<file path="src/rtl/dqn_fixed_pkg.sv">
// dqn_fixed_pkg: Q6.10 constants, opcodes and data type shared by the activation units
package dqn_fixed_pkg;
  localparam int W = 16;
  localparam int FRAC = 10;
  localparam int Q_ONE = 1 << FRAC;
  localparam logic [3:0] OP_SIGMOID = 4'b0011;
  localparam logic [3:0] OP_RELU = 4'b0010;
  typedef logic signed [W-1:0] q_t;
endpackage

</file>
<file path="src/rtl/activation_backward_if.sv">
// activation_backward_if: valid/ready beat stream into and out of the backward activation unit
interface activation_backward_if #(parameter int W = dqn_fixed_pkg::W);
  logic in_valid;
  logic in_ready;
  logic [3:0] ctrl;
  logic signed [W-1:0] act;
  logic signed [W-1:0] grad;
  logic out_valid;
  logic out_ready;
  logic signed [W-1:0] dout;
  logic [7:0] clamp_cnt;
  modport master(output in_valid, ctrl, act, grad, out_ready, input in_ready, out_valid, dout, clamp_cnt);
  modport slave(input in_valid, ctrl, act, grad, out_ready, output in_ready, out_valid, dout, clamp_cnt);
endinterface

</file>
<file path="src/rtl/q_mul.sv">
// q_mul: signed fixed-point multiply, full-width product shifted right arithmetically by FRAC
module q_mul #(
  parameter int W = dqn_fixed_pkg::W,
  parameter int FRAC = dqn_fixed_pkg::FRAC
) (
  input  logic signed [W-1:0] a,
  input  logic signed [W-1:0] b,
  output logic signed [W-1:0] y
);
  logic signed [2*W-1:0] m;
  always_comb begin
    m = (2*W)'(a) * (2*W)'(b);
    y = W'(m >>> FRAC);
  end
endmodule

</file>
<file path="src/rtl/activation_backward.sv">
// activation_backward: 3-stage sigmoid'/ReLU'/identity local gradient with valid/ready on both sides
module activation_backward #(
  parameter int W = dqn_fixed_pkg::W,
  parameter int FRAC = dqn_fixed_pkg::FRAC
) (
  input logic clk,
  input logic rst_n,
  activation_backward_if.slave bus
);
  import dqn_fixed_pkg::*;
  localparam logic signed [W-1:0] ONE = W'(Q_ONE);
  logic en, oor, v1, v2, sg2, k2;
  logic [3:0] c1;
  logic signed [W-1:0] ac, a1, s1, g1, p2, g2, pm, dm;
  always_comb begin
    en = !bus.out_valid || bus.out_ready;
    bus.in_ready = en;
    oor = bus.act[W-1] || bus.act > ONE;
    ac = bus.act[W-1] ? '0 : bus.act > ONE ? ONE : bus.act;
  end
  q_mul #(.W(W), .FRAC(FRAC)) u_as (.a(a1), .b(s1), .y(pm));
  q_mul #(.W(W), .FRAC(FRAC)) u_gp (.a(g2), .b(p2), .y(dm));
  // ReLU reuses the clamped operand: clamp(z) != 0 exactly when z > 0
  always_ff @(posedge clk or negedge rst_n) begin
    if (!rst_n) begin
      v1 <= 1'b0;
      c1 <= '0;
      a1 <= '0;
      s1 <= '0;
      g1 <= '0;
      v2 <= 1'b0;
      sg2 <= 1'b0;
      k2 <= 1'b0;
      p2 <= '0;
      g2 <= '0;
      bus.out_valid <= 1'b0;
      bus.dout <= '0;
      bus.clamp_cnt <= '0;
    end else if (en) begin
      v1 <= bus.in_valid;
      c1 <= bus.ctrl;
      a1 <= ac;
      s1 <= ONE - ac;
      g1 <= bus.grad;
      v2 <= v1;
      sg2 <= c1 == OP_SIGMOID;
      k2 <= c1 != OP_RELU || a1 != '0;
      p2 <= pm;
      g2 <= g1;
      bus.out_valid <= v2;
      if (v2) bus.dout <= sg2 ? dm : k2 ? g2 : '0;
      if (bus.in_valid && bus.ctrl == OP_SIGMOID && oor && bus.clamp_cnt != 8'hff)
        bus.clamp_cnt <= bus.clamp_cnt + 8'd1;
    end
  end
endmodule

</file>
<file path="src/flat_wrapper.sv">
// flat-port wrapper written by rule: the top's interface ports become plain ports
module activation_backward_flat import dqn_fixed_pkg::*;
#(
  parameter int W = dqn_fixed_pkg::W,
  parameter int FRAC = dqn_fixed_pkg::FRAC
)
  (clk, rst_n, bus_in_valid, bus_ctrl, bus_act, bus_grad, bus_out_ready, bus_in_ready, bus_out_valid, bus_dout, bus_clamp_cnt);
  activation_backward_if #(.W(W)) bus_i ();
  input logic clk;
  input logic rst_n;
  input wire logic [$bits(bus_i.in_valid)-1:0] bus_in_valid;
  input wire logic [$bits(bus_i.ctrl)-1:0] bus_ctrl;
  input wire logic [$bits(bus_i.act)-1:0] bus_act;
  input wire logic [$bits(bus_i.grad)-1:0] bus_grad;
  input wire logic [$bits(bus_i.out_ready)-1:0] bus_out_ready;
  output wire logic [$bits(bus_i.in_ready)-1:0] bus_in_ready;
  output wire logic [$bits(bus_i.out_valid)-1:0] bus_out_valid;
  output wire logic [$bits(bus_i.dout)-1:0] bus_dout;
  output wire logic [$bits(bus_i.clamp_cnt)-1:0] bus_clamp_cnt;
  assign bus_i.in_valid = bus_in_valid;
  assign bus_i.ctrl = bus_ctrl;
  assign bus_i.act = bus_act;
  assign bus_i.grad = bus_grad;
  assign bus_i.out_ready = bus_out_ready;
  assign bus_in_ready = bus_i.in_ready;
  assign bus_out_valid = bus_i.out_valid;
  assign bus_dout = bus_i.dout;
  assign bus_clamp_cnt = bus_i.clamp_cnt;
  activation_backward #(.W(W), .FRAC(FRAC)) u_core (.clk(clk), .rst_n(rst_n), .bus(bus_i));
endmodule
</file>
<file path="config.mk">
export PLATFORM = sky130hd
export DESIGN_NAME = activation_backward_flat
export DESIGN_NICKNAME = d
export VERILOG_FILES = /design/src/rtl/dqn_fixed_pkg.sv /design/src/rtl/activation_backward_if.sv /design/src/rtl/q_mul.sv /design/src/rtl/activation_backward.sv /design/src/flat_wrapper.sv
export SDC_FILE = /design/constraint.sdc
export NUM_CORES = 1
export LEC_CHECK = 0
export BUFFER_PORTS_ARGS = -buffer_cell sky130_fd_sc_hd__buf_2
export CORE_ASPECT_RATIO = 0.8
export CORE_MARGIN = 5
export CORE_UTILIZATION = 58
export CTS_BUF_LIST = sky130_fd_sc_hd__clkbuf_16
export DETAILED_ROUTE_END_ITERATION = 8
export PLACE_DENSITY = 0.75
export SLEW_MARGIN = 20
export SYNTH_ARGS = -nofsm -noshare
export SYNTH_HDL_FRONTEND = slang
export SYNTH_SLANG_ARGS = --single-unit
</file>
<file path="constraint.sdc">
create_clock -name clk -period 15.55 [get_ports clk]
set_input_delay 4.665 -clock clk [delete_from_list [all_inputs] [get_ports clk]]
set_output_delay 4.665 -clock clk [all_outputs]
set_load 0.05 [all_outputs]
</file>
# [Yosys cells after proc, flatten, opt, wreduce, memory -nomap -nowiden]
# Index checks and enable logic that the tools add are counted.
# W data, S select, Z words.
[word_totals] reg_bits=113 latchBits=0 mem_bits_rw=0 romBits=0 wordCells=36 mem_count=0
[op_classes] add_sub_neg=2 mul=2 div=0 magnitude_cmp=1 n_eq_ne=4 n_shift=0 n_mux=4 bitwise_logic=0 reduce_logical=10
[op_table] operator="$mul A16 B16 Y26" count=2
[op_table] operator="$mux W16" count=3
[op_table] operator="$gt A16 B12 Y1 const B" count=1
[op_table] operator="$reduce_bool A16 Y1" count=1
[op_table] operator="$sub A12 B16 Y16 const A" count=1
[op_table] operator="$mux W15" count=1
[op_table] operator="$add A8 B1 Y8 const B" count=1
[op_table] operator="$eq A4 B2 Y1 const B" count=2
[op_table] operator="$ne A8 B8 Y1 const B" count=1
[op_table] operator="$ne A4 B2 Y1 const B" count=1
[op_table] operator="$reduce_and A2 Y1" count=2
[op_table] operator="$logic_and A1 B1 Y1" count=3
[op_table] operator="$logic_or A1 B1 Y1" count=3
[op_table] operator="$logic_not A1 Y1" count=1

# [Depth between registers and ports, before layout]
[depth] ltp_word=5 depth_mapped=24 mapped_depth_nobuf=22

# [By module]
# Synthesis repeated with hierarchy kept, for this count alone.
[unflattened] hier_cells=2300 area_unflattened_um2=20805.0
[by_module_without_submodules] mod="q_mul (u_core.u_as)" instances=1 cells_each=914 area_each_um2=8110.3 seq_area_each_um2=0.0
[by_module_without_submodules] mod="q_mul (u_core.u_gp)" instances=1 cells_each=894 area_each_um2=8031.5 seq_area_each_um2=0.0
[by_module_without_submodules] mod="activation_backward" instances=1 cells_each=492 area_each_um2=4663.2 seq_area_each_um2=2777.7

# [Worst setup path after synthesis]
# No wires, ideal clock.
[synth_timing] path_type="input-to-output" from="in bus_out_ready" to="out bus_in_ready" t_arrival_ns=5.722 t_required_ns=10.885 slack_ns=5.163 path_stages=4 path_buffers=2 path_cell_list="nor2b_1 > inv_1 > clkbuf_1 > clkbuf_1"
[synth_via] elab_chain_len=1
[synth_rtl] element="start, declared" line="flat_wrapper.sv:15" source="input wire logic [$bits(bus_i.out_ready)-1:0] bus_out_ready;"
[synth_rtl] element="$logic_or A1 B1 Y1" line="activation_backward.sv:16" source="en = !bus.out_valid || bus.out_ready;"
[synth_rtl] element="end, declared" line="flat_wrapper.sv:16" source="output wire logic [$bits(bus_i.in_ready)-1:0] bus_in_ready;"
# No other way between the ends.

# [Worst setup path after layout]
# Ends and elaborated chain as after synthesis.

==> results <==
- The run finished with clean final reports.
- Measured along the x axis, the die boundary spans 217 microns.
- Counting distinct cell types in the post-synthesis netlist gives 56.
- The post-synthesis instance area is 19800 sq um.
- The post-detailed-route wirelength per cell is 16.9 microns.
- The floorplan step set the die height to 175 microns.
- The pin count of the biggest net entering global routing is 84.
- The number of synthesis warnings is 0.
- The number of endpoints failing setup at the final stage is 0.
- The placeable core region is 33600 sq um.
- The worst hold path was traced through 2 stages.
- For this run, design rule violations remaining after detail routing come to 0.
- The top fanout value on the critical path is 37.
- The arrival time of the worst setup path is 5.73 ns.
- The fraction of registers with async set/reset is 100%.
- The count of final max-slew check failures was 0.
- The number of global-route vias before repair is 15300.
- The number of antenna violations at the first check in global routing is 0.
- The number of sinks handled by clock tree synthesis is 111.
- The first global-routing pass estimated 75900 microns of wire.
- At the end of the flow, the number of nets in the layout was 2782.
- The H-tree level count is 3.
- After detailed routing, the total wire length is 44800 microns.
- The total power divided by cell area is 144 nW/um^2.
- After legalization and detailed placement, the total HPWL measured 35200 microns.
- In this run, synthesis inferred 0 flip-flops with an integrated enable.
- Of the synthesized area, sequential elements account for 14.0%.
- The hold buffer count at CTS is 0.
- CTS placed an instance of clkbuf_16 at the clock tree root.
- The number of core rows is 60.
- The endpoint of the lowest-slack register-to-register path is u_core.p2[14].
- In this run the most critical hold path is launched from u_core.g1[13].
- The pre-antenna-repair detailed-routing pass consisted of 5 iterations.
- The startpoint-to-endpoint class of the critical path is in -> out.
- The number of setup buffers added after CTS is 0.
- The worst hold path belongs to the class reg -> reg.
- Dividing the synthesized area by the synthesized cell count gives 8.93 sq um.
- In the layout the commonest cells are 473 x inv_1, 407 x nand2_1, 380 x fa_1, 243 x and2_1, 159 x ha_1.
- Measured on the finished design, the core utilization comes to 61.4%.
- The final critical path takes up 66.8% of the cycle.
- The final antenna diode count is 0.
- Leaving out fill and tap cells, the most frequent cell in the layout is inv_1.
- Headroom to the max-slew limit came out at 33.4%.
- STA puts the critical path data required time at 10.89 ns.
- The count of nets left with antenna violations once routing finished came out at 0.
- TritonCTS created 9 clock buffers.
- The congestion estimate from routability-driven global placement came to 0.856.
- The iteration-0 DRC count of the detailed router is 882.
- The share of layout cells above drive strength 1 is 4.39%.
- The critical register-to-register path startpoint is u_core.a1[7].
- The standby leakage power is 10.8 nW.
- Across the routed clock network, the largest skew measured is 0.0122 ns.
- The type of element capturing the critical path is an output port.
- The highest achievable clock rate is 96.2 MHz.
- The time the worst path needs with I/O delays and setup is 10.39 ns.
- Across the run, the number of max-cap violations was 0.
- Setup repair after global routing left no endpoint under its margin.
- The path with the worst hold slack has its endpoint at u_core.g1[13].
- Dividing the detail-routed via count by the number of cells gives 5.44.
- For the pin with the worst max-slew slack, the measured transition is 0.998 ns.
- Counting every net in the synthesized netlist gives 2796.
- The number of buffers between clock root and the deepest sink is 2.
- The count of final hold-check violations is 0.
- The area growth from synthesis to layout is 4.23%.
- The worst IR drop on VDD is 0.000137 V.
- The gate count after technology mapping is 2217.
- The count of pins on the block boundary is 66.
- Once the clock tree was built, the resizer swapped 0 gates to a different size.
- The flop-to-flop setup slack is 8.82 ns.
- The initial utilization of the core area, before any placement, comes to 58.9%.
- The number of vias in the routed layout is 14400.
- The clock transition at the register clock pins on the worst setup and hold paths after CTS is 0.09 ns.
- The setup TNS after final layout is 0 ns.
- The port buffer count is 65.
- For the worst-skew pair, the clock arrives at the later sink with an insertion delay of 0.36 ns.
- The overall overflow remaining after global route is 0.
- The dominant synthesized flop cell is dfrtp_1.
- The die footprint is 38000 sq um.
- Counting cells, the worst reg-to-reg path comes to 20.
- STA classifies the critical path startpoint as an input port.
- The CTS tree is built.
- Global routing used 24.5% of the available tracks.
- The number of synthesized register bits is 111.
==> how the worst max path moves through the flow <==
stage                     slack [ns]     startpoint            to  cells after the start
after floorplan                 5.16  bus_out_ready  bus_in_ready                      4
after global placement          5.18  bus_out_ready  bus_in_ready                      4
after detailed placement        5.17  bus_out_ready  bus_in_ready                      4
after CTS                       5.17  bus_out_ready  bus_in_ready                      4
after global routing            5.10  bus_out_ready  bus_in_ready                      4
final                           5.16  bus_out_ready  bus_in_ready                      4
==> where the power goes <==
group | internal (W) | total, W | switching, W
registers | 0.000349 | 0.000560 | 0.000210
clock network | 0.000111 | 0.000236 | 0.000125
logic | 0.000899 | 0.00218 | 0.00128
total | 0.00136 | 0.00298 | 0.00162
==> registers in the layout, summed over array words and instances (netlist names) <==
| register | count |
|---|---|
| u_core.sg2 | 1 |
| u_core.a1 | 14 |
| u_core.s1 | 16 |
| u_core.bus.out_valid | 1 |
| u_core.bus.dout | 16 |
| u_core.p2 | 16 |
| u_core.k2 | 1 |
| u_core.v1 | 1 |
| u_core.v2 | 1 |
| u_core.g1 | 16 |
| u_core.bus.clamp_cnt | 8 |
| u_core.g2 | 16 |
| u_core.c1 | 4 |
==> metal layers <==
metal  up-vias  part of all wire [%]  routed length [microns]  global-route usage [%]
li1       6523                     -                        -                       -
met1      7290                    43                    19300                    35.0
met2       491                    48                    21500                    40.3
met3        77                   6.9                     3100                    3.50
met4         0                   1.9                      872                    5.56
met5         -                     0                        0                       0
==> stage by stage <==
| stage | hold WS [ns] | instance area [sq um] | power [W] | instances | worst slack, ns |
|---|---|---|---|---|---|
| after global routing | 0.489 | 20600 | 0.00332 | 2642 | 5.10 |
| after floorplan | 0.439 | 19800 | 0.00215 | 2217 | 5.16 |
| after global placement | 0.450 | 20400 | 0.00264 | 2626 | 5.18 |
| final | 0.473 | 20600 | 0.00298 | 2642 | 5.16 |
| after detailed placement | 0.456 | 20400 | 0.00274 | 2626 | 5.17 |
| after CTS | 0.474 | 20600 | 0.00299 | 2642 | 5.17 |
==> cells in the mapped netlist, drive strengths merged, types with 2 or more instances <==
master | instances | share of area, %
nand2 | 407 | 7.7
and3 | 4 | 0.13
o21ai | 49 | 1.3
nor4 | 8 | 0.28
inv | 473 | 9.0
a21boi | 2 | 0.095
nor3 | 12 | 0.33
and2 | 243 | 7.7
xor2 | 19 | 0.84
dfrtp | 111 | 14
nand3 | 6 | 0.15
a21o | 16 | 0.61
o211a | 2 | 0.10
clkbuf | 93 | 1.8
xnor2 | 53 | 2.3
nand4 | 10 | 0.32
o211ai | 3 | 0.14
fa | 380 | 38
nand2b | 12 | 0.38
a2111oi | 2 | 0.088
a211o | 2 | 0.088
nor2 | 50 | 0.96
a21oi | 53 | 1.4
or3 | 6 | 0.19
o21a | 5 | 0.19
o31ai | 6 | 0.23
nor2b | 7 | 0.22
a211oi | 3 | 0.14
a31oi | 4 | 0.13
o21bai | 2 | 0.076
ha | 159 | 10
==> critical path, cell delays in order <==
cell and delay (ns):
buf_2 0.10, nor2b_4 0.07, inv_2 0.48, buf_2 0.38
==> cell families after synthesis <==
logic type,Yosys count,synth area share (%)
multiplexers,2,0.107
AO/OA/AOI/OAI,158,4.97
adder cells (fa/ha/maj),539,48.5
XOR/XNOR,72,3.19
flip-flops,111,14.0
buffers and inverters,568,10.8
AND/OR/NAND/NOR,767,18.5
==> area by class of cell <==
type	instances	area [sq um]
clock buffers	9	225
clock inverters	7	60.1
fillers	2844	13000
inverters	474	1780
multi-input cells	1538	14900
flip-flops and latches	111	2780
well taps	434	543
repair buffers	69	358
Note: power is estimated with default switching activity, not from simulation.
